File: config.mk
export PLATFORM = sky130hd
export DESIGN_NAME = cdb_arbiter_flat
export DESIGN_NICKNAME = d
export VERILOG_FILES = /design/src/rtl/cpu_pkg.sv /design/src/rtl/cdb_arbiter_if.sv /design/src/rtl/cdb_fifo.sv /design/src/rtl/cdb_arbiter.sv /design/src/flat_wrapper.sv
export SDC_FILE = /design/constraint.sdc
export NUM_CORES = 1
export LEC_CHECK = 0
export ABC_CLOCK_PERIOD_IN_PS = 3900
export BUFFER_PORTS_ARGS = -buffer_cell sky130_fd_sc_hd__buf_4
export CAP_MARGIN = 20
export CORE_MARGIN = 5
export CORE_UTILIZATION = 46
export CTS_BUF_LIST = sky130_fd_sc_hd__clkbuf_8
export CTS_CLUSTER_SIZE = 40
export DETAILED_ROUTE_END_ITERATION = 12
export PLACE_DENSITY = 0.68
export SLEW_MARGIN = 10
export SYNTH_ARGS = -nofsm -noshare
export SYNTH_HDL_FRONTEND = slang
export SYNTH_SLANG_ARGS = --single-unit
File: constraint.sdc
create_clock -name clk -period 3.9 [get_ports clk]
set_input_delay 0.39 -clock clk [delete_from_list [all_inputs] [get_ports clk]]
set_output_delay 0.39 -clock clk [all_outputs]
set_load 0.03 [all_outputs]
File: src/rtl/cpu_pkg.sv
// Shared CPU back-end definitions used by the CDB arbiter and its result FIFOs.
//   NUM_FU / PREG_W / XLEN : default machine widths
//   cdb_pkt_t              : one broadcast payload {tag, data}
//   fu_id_e                : functional-unit index encoding
package cpu_pkg;

    localparam int unsigned NUM_FU = 3;
    localparam int unsigned PREG_W = 6;
    localparam int unsigned XLEN   = 32;

    typedef struct packed {
        logic [PREG_W-1:0] tag;
        logic [XLEN-1:0]   data;
    } cdb_pkt_t;

    typedef enum logic [1:0] {
        FU_ALU = 2'd0,
        FU_MUL = 2'd1,
        FU_LSU = 2'd2
    } fu_id_e;

endpackage

File: src/rtl/cdb_arbiter_if.sv
// Bundle of the functional-unit result handshake and the common data bus.
//   fu_valid/fu_tag/fu_data : per-FU results (FU i at slice i)
//   fu_ready                : per-FU acceptance
//   cdb_valid/tag/data/fu_id: registered broadcast
// Modports: master = FU + consumer side, slave = the arbiter.
interface cdb_arbiter_if #(
    parameter int unsigned NUM_FU = cpu_pkg::NUM_FU,
    parameter int unsigned PREG_W = cpu_pkg::PREG_W,
    parameter int unsigned XLEN   = cpu_pkg::XLEN
);

    logic [NUM_FU-1:0]        fu_valid;
    logic [NUM_FU*PREG_W-1:0] fu_tag;
    logic [NUM_FU*XLEN-1:0]   fu_data;
    logic [NUM_FU-1:0]        fu_ready;
    logic                     cdb_valid;
    logic [PREG_W-1:0]        cdb_tag;
    logic [XLEN-1:0]          cdb_data;
    logic [1:0]               cdb_fu_id;

    modport master (
        output fu_valid,
        output fu_tag,
        output fu_data,
        input  fu_ready,
        input  cdb_valid,
        input  cdb_tag,
        input  cdb_data,
        input  cdb_fu_id
    );

    modport slave (
        input  fu_valid,
        input  fu_tag,
        input  fu_data,
        output fu_ready,
        output cdb_valid,
        output cdb_tag,
        output cdb_data,
        output cdb_fu_id
    );

endinterface

File: src/rtl/cdb_fifo.sv
// Small result FIFO holding cdb_pkt_t entries for one functional unit.
//   clk, rst_n : clock, async active-low reset
//   flush      : synchronous clear of all entries (wins over push/pop)
//   push       : write push_pkt at the tail (ignored when full)
//   pop        : drop the head entry (ignored when empty)
//   head       : current head entry (undefined when empty)
//   full/empty : registered occupancy flags
module cdb_fifo
    import cpu_pkg::*;
#(
    parameter int unsigned DEPTH = 2
) (
    input  logic     clk,
    input  logic     rst_n,
    input  logic     flush,
    input  logic     push,
    input  logic     pop,
    input  cdb_pkt_t push_pkt,
    output cdb_pkt_t head,
    output logic     full,
    output logic     empty
);

    localparam int unsigned PtrW = $clog2(DEPTH);
    localparam int unsigned CntW = PtrW + 1;

    logic [PtrW-1:0] wr_ptr_q, wr_ptr_d;
    logic [PtrW-1:0] rd_ptr_q, rd_ptr_d;
    logic [CntW-1:0] count_q, count_d;
    cdb_pkt_t        mem_q [DEPTH];

    logic do_push;
    logic do_pop;

    assign full    = (count_q == CntW'(DEPTH));
    assign empty   = (count_q == '0);
    assign do_push = push & ~full & ~flush;
    assign do_pop  = pop & ~empty & ~flush;
    assign head    = mem_q[rd_ptr_q];

    always_comb begin
        wr_ptr_d = wr_ptr_q;
        rd_ptr_d = rd_ptr_q;
        count_d  = count_q;
        if (flush) begin
            wr_ptr_d = '0;
            rd_ptr_d = '0;
            count_d  = '0;
        end else begin
            // Pointers are exactly log2(DEPTH) bits, so increment wraps on its own.
            if (do_push) wr_ptr_d = wr_ptr_q + PtrW'(1);
            if (do_pop)  rd_ptr_d = rd_ptr_q + PtrW'(1);
            unique case ({do_push, do_pop})
                2'b10:   count_d = count_q + CntW'(1);
                2'b01:   count_d = count_q - CntW'(1);
                default: count_d = count_q;
            endcase
        end
    end

    always_ff @(posedge clk or negedge rst_n) begin
        if (!rst_n) begin
            wr_ptr_q <= '0;
            rd_ptr_q <= '0;
            count_q  <= '0;
        end else begin
            wr_ptr_q <= wr_ptr_d;
            rd_ptr_q <= rd_ptr_d;
            count_q  <= count_d;
        end
    end

    // Storage needs no reset: entries are only visible through count_q.
    always_ff @(posedge clk) begin
        if (do_push) mem_q[wr_ptr_q] <= push_pkt;
    end

endmodule

File: src/rtl/cdb_arbiter.sv
// Common data bus arbiter: buffers each FU's results in a cdb_fifo and broadcasts at
// most one per cycle, round-robin, on a registered CDB.
//   clk, rst_n : clock, async active-low reset
//   flush      : drop all buffered results and any push this cycle; no grant
//   bus        : FU result handshake (fu_*) and CDB outputs (cdb_*)
module cdb_arbiter #(
    parameter int unsigned NUM_FU     = cpu_pkg::NUM_FU,
    parameter int unsigned FIFO_DEPTH = 2,
    parameter int unsigned PREG_W     = cpu_pkg::PREG_W,
    parameter int unsigned XLEN       = cpu_pkg::XLEN
) (
    input  logic          clk,
    input  logic          rst_n,
    input  logic          flush,
    cdb_arbiter_if.slave  bus
);

    localparam int unsigned IdxW = (NUM_FU > 1) ? $clog2(NUM_FU) : 1;

    logic [NUM_FU-1:0] fifo_push;
    logic [NUM_FU-1:0] fifo_pop;
    logic [NUM_FU-1:0] fifo_full;
    logic [NUM_FU-1:0] fifo_empty;
    cpu_pkg::cdb_pkt_t push_pkt [NUM_FU];
    cpu_pkg::cdb_pkt_t head_pkt [NUM_FU];

    logic              cdb_valid_q, cdb_valid_d;
    logic [PREG_W-1:0] cdb_tag_q, cdb_tag_d;
    logic [XLEN-1:0]   cdb_data_q, cdb_data_d;
    logic [1:0]        cdb_fu_id_q, cdb_fu_id_d;
    logic [IdxW-1:0]   last_q, last_d;

    logic              grant;
    logic              grant_found;
    logic [IdxW-1:0]   grant_idx;
    int unsigned       scan;

    // Ready comes from registered occupancy only; a same-cycle pop gives no credit.
    assign bus.fu_ready  = ~fifo_full;
    assign bus.cdb_valid = cdb_valid_q;
    assign bus.cdb_tag   = cdb_tag_q;
    assign bus.cdb_data  = cdb_data_q;
    assign bus.cdb_fu_id = cdb_fu_id_q;

    for (genvar g = 0; g < NUM_FU; g++) begin : g_fu
        assign fifo_push[g]     = bus.fu_valid[g] & ~fifo_full[g] & ~flush;
        assign push_pkt[g].tag  = bus.fu_tag[g*PREG_W +: PREG_W];
        assign push_pkt[g].data = bus.fu_data[g*XLEN +: XLEN];

        cdb_fifo #(
            .DEPTH    (FIFO_DEPTH)
        ) u_fifo (
            .clk      (clk),
            .rst_n    (rst_n),
            .flush    (flush),
            .push     (fifo_push[g]),
            .pop      (fifo_pop[g]),
            .push_pkt (push_pkt[g]),
            .head     (head_pkt[g]),
            .full     (fifo_full[g]),
            .empty    (fifo_empty[g])
        );
    end

    // Scan from last_q+1 upward with wrap; the first non-empty FIFO wins.
    always_comb begin
        grant_found = 1'b0;
        grant_idx   = '0;
        scan        = 0;
        for (int unsigned k = 1; k <= NUM_FU; k++) begin
            scan = (32'(last_q) + k) % NUM_FU;
            if (!grant_found && !fifo_empty[IdxW'(scan)]) begin
                grant_found = 1'b1;
                grant_idx   = IdxW'(scan);
            end
        end
    end

    assign grant = grant_found & ~flush;

    always_comb begin
        fifo_pop = '0;
        for (int unsigned i = 0; i < NUM_FU; i++) begin
            fifo_pop[i] = grant && (grant_idx == IdxW'(i));
        end
    end

    always_comb begin
        cdb_valid_d = grant;
        cdb_tag_d   = cdb_tag_q;
        cdb_data_d  = cdb_data_q;
        cdb_fu_id_d = cdb_fu_id_q;
        last_d      = last_q;
        if (grant) begin
            cdb_tag_d   = head_pkt[grant_idx].tag;
            cdb_data_d  = head_pkt[grant_idx].data;
            cdb_fu_id_d = 2'(grant_idx);
            last_d      = grant_idx;
        end
    end

    always_ff @(posedge clk or negedge rst_n) begin
        if (!rst_n) begin
            cdb_valid_q <= 1'b0;
            cdb_tag_q   <= '0;
            cdb_data_q  <= '0;
            cdb_fu_id_q <= '0;
            // Start at the last FU so FU0 wins the first grant.
            last_q      <= IdxW'(NUM_FU - 1);
        end else begin
            cdb_valid_q <= cdb_valid_d;
            cdb_tag_q   <= cdb_tag_d;
            cdb_data_q  <= cdb_data_d;
            cdb_fu_id_q <= cdb_fu_id_d;
            last_q      <= last_d;
        end
    end

endmodule

File: src/flat_wrapper.sv
// flat-port wrapper written by rule: the top's interface ports become plain ports
module cdb_arbiter_flat 
#(
    parameter int unsigned NUM_FU     = cpu_pkg::NUM_FU,
    parameter int unsigned FIFO_DEPTH = 2,
    parameter int unsigned PREG_W     = cpu_pkg::PREG_W,
    parameter int unsigned XLEN       = cpu_pkg::XLEN
)
  (clk, rst_n, flush, bus_fu_valid, bus_fu_tag, bus_fu_data, bus_fu_ready, bus_cdb_valid, bus_cdb_tag, bus_cdb_data, bus_cdb_fu_id);
  cdb_arbiter_if #(.NUM_FU(NUM_FU), .PREG_W(PREG_W), .XLEN(XLEN)) bus_i ();
  input  logic clk;
  input  logic rst_n;
  input  logic flush;
  input wire logic [$bits(bus_i.fu_valid)-1:0] bus_fu_valid;
  input wire logic [$bits(bus_i.fu_tag)-1:0] bus_fu_tag;
  input wire logic [$bits(bus_i.fu_data)-1:0] bus_fu_data;
  output wire logic [$bits(bus_i.fu_ready)-1:0] bus_fu_ready;
  output wire logic [$bits(bus_i.cdb_valid)-1:0] bus_cdb_valid;
  output wire logic [$bits(bus_i.cdb_tag)-1:0] bus_cdb_tag;
  output wire logic [$bits(bus_i.cdb_data)-1:0] bus_cdb_data;
  output wire logic [$bits(bus_i.cdb_fu_id)-1:0] bus_cdb_fu_id;
  assign bus_i.fu_valid = bus_fu_valid;
  assign bus_i.fu_tag = bus_fu_tag;
  assign bus_i.fu_data = bus_fu_data;
  assign bus_fu_ready = bus_i.fu_ready;
  assign bus_cdb_valid = bus_i.cdb_valid;
  assign bus_cdb_tag = bus_i.cdb_tag;
  assign bus_cdb_data = bus_i.cdb_data;
  assign bus_cdb_fu_id = bus_i.cdb_fu_id;
  cdb_arbiter #(.NUM_FU(NUM_FU), .FIFO_DEPTH(FIFO_DEPTH), .PREG_W(PREG_W), .XLEN(XLEN)) u_core (.clk(clk), .rst_n(rst_n), .flush(flush), .bus(bus_i));
endmodule
==> results of run 1 <==
metal layers:
metal	global-route usage (%)	up-vias	part of all wire, %
met1	21.7	3344	37
met4	7.76	0	4.0
met2	32.5	298	51
met3	4.91	68	8.0
li1	-	3070	-
met5	0	-	0
power groups by stage:
stage | registers [mW] | clock network [mW] | logic [mW]
after floorplan | 4.38 | 0 | 3.22
after global placement | 4.28 | 0 | 4.59
after detailed placement | 4.31 | 0 | 4.81
after CTS | 4.26 | 2.51 | 4.79
after global routing | 4.20 | 2.65 | 5.22
final | 4.16 | 2.45 | 4.91
layout make-up:
| cell class | count | area (µm²) |
|---|---|---|
| timing repair buffer | 191 | 1510 |
| fill | 1870 | 10400 |
| multi-input combinational | 327 | 2930 |
| inverter | 8 | 30.0 |
| tap | 324 | 405 |
| clock inverter | 32 | 188 |
| sequential | 282 | 8200 |
| clock buffer | 51 | 702 |
cells by family (layout without fill, tap and decap cells):
family / after synthesis / count (layout)
DFF: 282 / 282
and+or+nand+nor: 89 / 89
buffers and inverters: 63 / 282
muxes: 154 / 154
adders and majority gates: 3 / 3
xor gates and xnor gates: 3 / 3
AOI/OAI and AO/OA: 78 / 78
registers in the layout, summed over array words and instances (netlist names):
register / cells
u_core.bus.cdb_data: 32
u_core.bus.cdb_fu_id: 1
u_core.bus.cdb_tag: 6
u_core.bus.cdb_valid: 1
u_core.g_fu.u_fifo.count_q: 6
u_core.g_fu.u_fifo.mem_q: 228
u_core.g_fu.u_fifo.rd_ptr_q: 3
u_core.g_fu.u_fifo.wr_ptr_q: 3
u_core.last_q: 2
stage by stage:
step	hold slack [ns]	utilization (%)	instance area [µm²]	worst slack, ns	std cells
2_1_floorplan	0.0944	-	11400	0.875	672
3_3_place_gp	0.462	53.2	12900	0.975	1119
3_5_place_dp	0.475	53.2	12900	0.766	1119
4_1_cts	0.000988	57.3	13900	0.757	1213
5_1_grt	0.00120	57.4	14000	0.584	1215
6_report	0.0312	57.4	14000	0.747	1215
worst register-to-register path, stage by stage, from the launching register on:
cell,delay [ns]
dfstp_2,0.57
inv_1,0.06
ha_1,0.32
nor4b_1,0.20
or4_1,0.51
o31a_2,0.33
nor2_4,0.80
a221o_1,0.31
layout by cell type (no fill, tap or decap), types with 6 or more instances in the layout:
cell	count
a221o_1	38
mux2i_1	154
buf_4	176
clkinv_1	11
nand2_1	9
dlygate4sd3_1	11
inv_1	20
clkbuf_8	51
nor4_1	41
o31ai_1	6
dfrtp_1	50
edfxtp_1	228
nor2_1	6
final timing paths:
kind,endpoint,cells past startpoint
min in group asynchronous,u_core.last_q[0],2
setup reg to reg,u_core.bus.cdb_data[6],7
setup / recovery,u_core.bus.cdb_data[6],7
max in group asynchronous,u_core.g_fu[2].u_fifo.rd_ptr_q,2
hold / removal,u_core.g_fu[2].u_fifo.mem_q[0][21],1
hold reg to reg,u_core.bus.cdb_fu_id[1],1
==> results.ini, run 1 <==
[hold_path]
hold_start = bus_fu_data[85]
hp-class = input pin to register

[worst_setup_path]
max_stage_delay_ns = 0.79
cp_slowest_cell = nor2_4
path_buf_inv = 1
worstSetupEndpointType = register
path_class = register to register
timing.rr.start = u_core.last_q[1]
cp-start-kind = register
cp_data_arrival_time_ns = 3.61
r2r_slack_ns = 0.75
required_ns = 4.36
critPathTopFamily = simple AND/OR/NAND/NOR gates
path_cells = inv_1 > ha_1 > nor4b_1 > or4_1 > o31a_2 > nor2_4 > a221o_1
critPathLaunch = u_core.last_q[1]
cp_max_fo = 38

[run_status]
outcome = finished, final reports clean

[synth]
async_flop_share_pct = 19.1
synth.area.top_cells = edfxtp_1, mux2i_1, dfrtp_1, a221o_1, nor4_1
synth_top_family_by_area = multiplexers
post-synth-top-count-cell = edfxtp_1
yosysUniqueCellTypes = 47
synthAdderAreaFrac_pct = 0.331
yosysTopAreaCell = edfxtp_1
yosys-mux-area-fraction_pct = 13.6
yosysWarnings = 0
synth_compound_area_share_pct = 6.09
synth_common_cells = edfxtp_1, mux2i_1, dfrtp_1, nor4_1, a221o_1
syn_area_um2 = 11300
yosys.area_share.simple_pct = 4.73
synth.top_cell.area_share_pct = 60.4
synth_fp_nets = 795
synth_xor_area_share_pct = 0.232
synthCells = 672
yosysSeqAreaShare_pct = 72.4
ys_seq_elements = 282
synth_area_per_cell_um2 = 16.9
synth_ff_type = edfxtp_1
synth-edff-count = 228

[pwr]
power_switching_mw = 4.47
p_sw_share_pct = 38.9
power.total_mw = 11.5
comb_power_share_pct = 42.6
p_leak_nw = 5.12
power.share.sequential_pct = 36.1
p_int_mw = 7.04
p_clk_share_pct = 21.3
vdd.ir_drop.worst_mv = 1.08
p_per_area_nw_per_um2 = 824

[clock_network]
h-tree-depth = 2
cts_sinks = 282
cts_resized = 0
clockBufferDepth = 3
cts-root-buf = clkbuf_8
postCtsHoldBufs = 11
cts_tree = built
postCtsSetupBuffers = 0
cts_made_buffers = 45
clock_latency_ns = 0.55
path_clk_slew_ns = 0.07

[floorplan]
core_um2 = 24300
fp.dieW_um = 167
die_h_um = 167
rows = 57
start_util_pct = 46.6
ios = 164
dieArea_um2 = 27900

[timing]
fin_crit_sh_pct = 80.8
finalCriticalPeriod_ns = 3.15
skew_ns = 0.0221
report.final.slew_viol_count = 0
fin_tns_setup_ns = 0
max_freq_mhz = 317
tightestPinTransition_ns = 0.987
finalHoldViolations = 0
relSlewSlack_pct = 34.2
setup_viol = 0
rsz0062_at_grt = false

[cells_and_area]
syn2layout_area_growth_pct = 23.3
nNetsFinal = 978
diodes = 0
drive_gt1_share_pct = 29.1

[grt]
grt_pass1_vias = 7228
grt_pass1_wl_um = 40300
antenna_found_initial = 0
grt-ovfl-total = 0
track_usage_pct = 18.6
grt_max_degree = 58

[flow_run]
cap_violations = 0

[detailed_routing]
wirelength_um = 26900
viasPerCell = 5.58
drc = 0
ant_nets = 0
dr.first_iter.drc_count = 598
via_count = 6780
wl_per_cell_um = 22.1
drt_pass1_iterations = 5

[placed_design]
gp_congestion = 0.882
port_buffers = 163
post-dp-hpwl_um = 18100

(Power assumes the default switching activity.)
==> run 2: changes to the inputs <==
- ABC_CLOCK_PERIOD_IN_PS: 3900 -> 3300
- PLACE_DENSITY: 0.68 -> 0.65
- clock period: 3.9 -> 3.3 ns (I/O delays scaled with it)
==> results.ini, run 2 (synthesis gave the netlist of run 1 again) <==
[cells_and_area]
largest-register = u_core.g_fu.u_fifo.mem_q  ; unchanged
layout_commonest_cell = edfxtp_1  ; unchanged
syn2layout_area_growth_pct = 33.1  ; was 23.3%
final_cell_mix = edfxtp_1, buf_4, mux2i_1  ; unchanged
nNetsFinal = 1083  ; was 978
drive_gt1_share_pct = 26.0  ; was 29.1%
largest_reg_flops = 228  ; unchanged
instances_no_fill = 1323  ; was 1215

[floorplan]
dieArea_um2 = 27900  ; unchanged
rows = 57  ; unchanged
fp.dieW_um = 167  ; unchanged
die_h_um = 167  ; unchanged
ios = 164  ; unchanged
core_um2 = 24300  ; unchanged
start_util_pct = 46.6  ; unchanged

[worst_setup_path]
worstSetupEndpointType = register  ; unchanged
required_ns = 3.77  ; was 4.36 ns
cp_slowest_cell = nor2_4  ; unchanged
critPathTopFamily = simple AND/OR/NAND/NOR gates  ; unchanged
path_class = register to register  ; unchanged
cp_data_arrival_time_ns = 3.39  ; was 3.61 ns
cp-start-kind = register  ; unchanged
max_stage_delay_ns = 0.76  ; was 0.79 ns
r2r_slack_ns = 0.38  ; was 0.75 ns
timing.rr.start = u_core.last_q[1]  ; unchanged
path_buf_inv = 1  ; unchanged
timing.rr.end = u_core.bus.cdb_data[11]  ; was u_core.bus.cdb_data[6]
path_cells = inv_1 > ha_1 > nor4b_1 > or4_1 > o31a_2 > nor2_4 > a221o_1  ; unchanged
cp_max_fo = 38  ; unchanged
rr_worst_depth = 7  ; unchanged

[pwr]
p_per_area_nw_per_um2 = 915  ; was 824 nW/µm²
vdd.ir_drop.worst_mv = 1.24  ; was 1.08 mV
power.total_mw = 13.8  ; was 11.5 mW
p_leak_nw = 5.60  ; was 5.12 nW

[timing]
relSlewSlack_pct = 36.4  ; was 34.2%
finalCriticalPeriod_ns = 2.92  ; was 3.15 ns
rsz0062_at_grt = false  ; unchanged
report.final.slew_viol_count = 0  ; unchanged
fin_crit_sh_pct = 88.4  ; was 80.8%
setup_viol = 0  ; unchanged
fin_tns_setup_ns = 0  ; unchanged
max_freq_mhz = 343  ; was 317 MHz
finalHoldViolations = 0  ; unchanged
tightestPinTransition_ns = 0.952  ; was 0.987 ns
setup_ws_ns = 0.382  ; was 0.747 ns
skew_ns = 0.0217  ; was 0.0221 ns

[detailed_routing]
wirelength_um = 27800  ; was 26900 µm
drc = 0  ; unchanged
ant_nets = 0  ; unchanged
drt_pass1_iterations = 5  ; unchanged
viasPerCell = 5.31  ; was 5.58
wl_per_cell_um = 21.0  ; was 22.1 µm
dr.first_iter.drc_count = 466  ; was 598
via_count = 7024  ; was 6780

[clock_network]
path_clk_slew_ns = 0.06  ; was 0.07 ns
clockBufferDepth = 3  ; unchanged
cts_resized = 0  ; unchanged
postCtsHoldBufs = 115  ; was 11
cts_made_buffers = 46  ; was 45
cts-root-buf = clkbuf_8  ; unchanged
h-tree-depth = 2  ; unchanged
clock_latency_ns = 0.55  ; about the same
cts_sinks = 282  ; unchanged
cts_tree = built  ; unchanged
postCtsSetupBuffers = 0  ; unchanged

[placed_design]
post-dp-hpwl_um = 17900  ; was 18100 µm
place_ws_ns = 0.430  ; was 0.766 ns
gp_congestion = 0.880  ; was 0.882
port_buffers = 163  ; unchanged
placed_cells = 1120  ; was 1119

[grt]
grt-ovfl-total = 0  ; unchanged
antenna_found_initial = 3  ; was 0
track_usage_pct = 19.5  ; was 18.6%
grt_pass1_vias = 7656  ; was 7228
grt_max_degree = 71  ; was 58
grt_pass1_wl_um = 42300  ; was 40300 µm

[flow_run]
cap_violations = 0  ; unchanged

[run_status]
outcome = finished, final reports clean  ; unchanged

[hold_path]
hold_path_depth = 3  ; was 1
min_to = u_core.g_fu[2].u_fifo.count_q[0]  ; was u_core.g_fu[2].u_fifo.mem_q[0][21]
hp-class = input pin to register  ; unchanged
hold_start = bus_fu_valid[2]  ; was bus_fu_data[85]

## run 2: cell count changes in the layout (fill, tap and decap cells not counted), sizes merged
| cell | previous run | this run |
|---|---|---|
| inv | 21 | 29 |
| diode | 0 | 3 |
| clkinvlp | 1 | 2 |
| clkbuf | 51 | 55 |
| dlygate4sd3 | 11 | 115 |
| clkinv | 16 | 5 |
| bufinv | 2 | 1 |
## run 2: worst max path at each step
stage | start | endpoint | slack, ns | cells after the start
after detailed placement | u_core.last_q[1] | u_core.bus.cdb_data[11] | 0.43 | 7
final | u_core.last_q[1] | u_core.bus.cdb_data[11] | 0.38 | 7
after global routing | u_core.last_q[1] | u_core.bus.cdb_data[11] | 0.23 | 7
after global placement | u_core.last_q[1] | u_core.bus.cdb_data[12] | 0.54 | 7
after floorplan | u_core.g_fu[2].u_fifo.count_q[0] | u_core.g_fu[2].u_fifo.mem_q[1][0] | 0.27 | 4
after CTS | u_core.last_q[1] | u_core.bus.cdb_data[11] | 0.40 | 7
## run 2: final cells by class
| type | count | area (µm²) |
|---|---|---|
| fillers | 1814 | 9240 |
| flip-flops and latches | 282 | 8200 |
| multi-input cells | 327 | 2930 |
| repair buffers | 295 | 2600 |
| clock buffers | 55 | 757 |
| well taps | 324 | 405 |
| clock inverters | 29 | 145 |
| inverters | 8 | 30.0 |
| diodes | 3 | 7.51 |
## run 2: tightest hold or removal path, cell delays in order
cell and delay [ns]:
buf_4 0.13, nand4_1 0.06, a41oi_1 0.09
## run 2: where the power goes
part           internal, mW  leakage (nW)  total (mW)  switching, mW
logic                  2.44          2.30        5.96           3.52
clock network          1.59         0.534        2.90           1.32
registers              4.47          2.77        4.93          0.466
total                  8.49          5.60        13.8           5.30
## run 2: per-layer routing
metal | share of wire (%) | routed length (µm) | GRT usage [%] | vias up
li1 | - | - | - | 3295
met1 | 39 | 10800 | 23.2 | 3428
met2 | 51 | 14300 | 34.2 | 235
met3 | 5.9 | 1630 | 4.57 | 66
met4 | 3.8 | 1060 | 7.97 | 0
met5 | 0 | 0 | 0 | -
## run 2: metrics by stage
step | instance area (µm²) | utilization [%] | hold slack, ns
3_5_place_dp | 13000 | 53.4 | 0.437
6_report | 15100 | 62.0 | 0.132
3_3_place_gp | 13000 | 53.4 | 0.415
4_1_cts | 15100 | 61.9 | 0.0983
5_1_grt | 15100 | 62.0 | 0.129
2_1_floorplan | 11400 | - | 0.0344
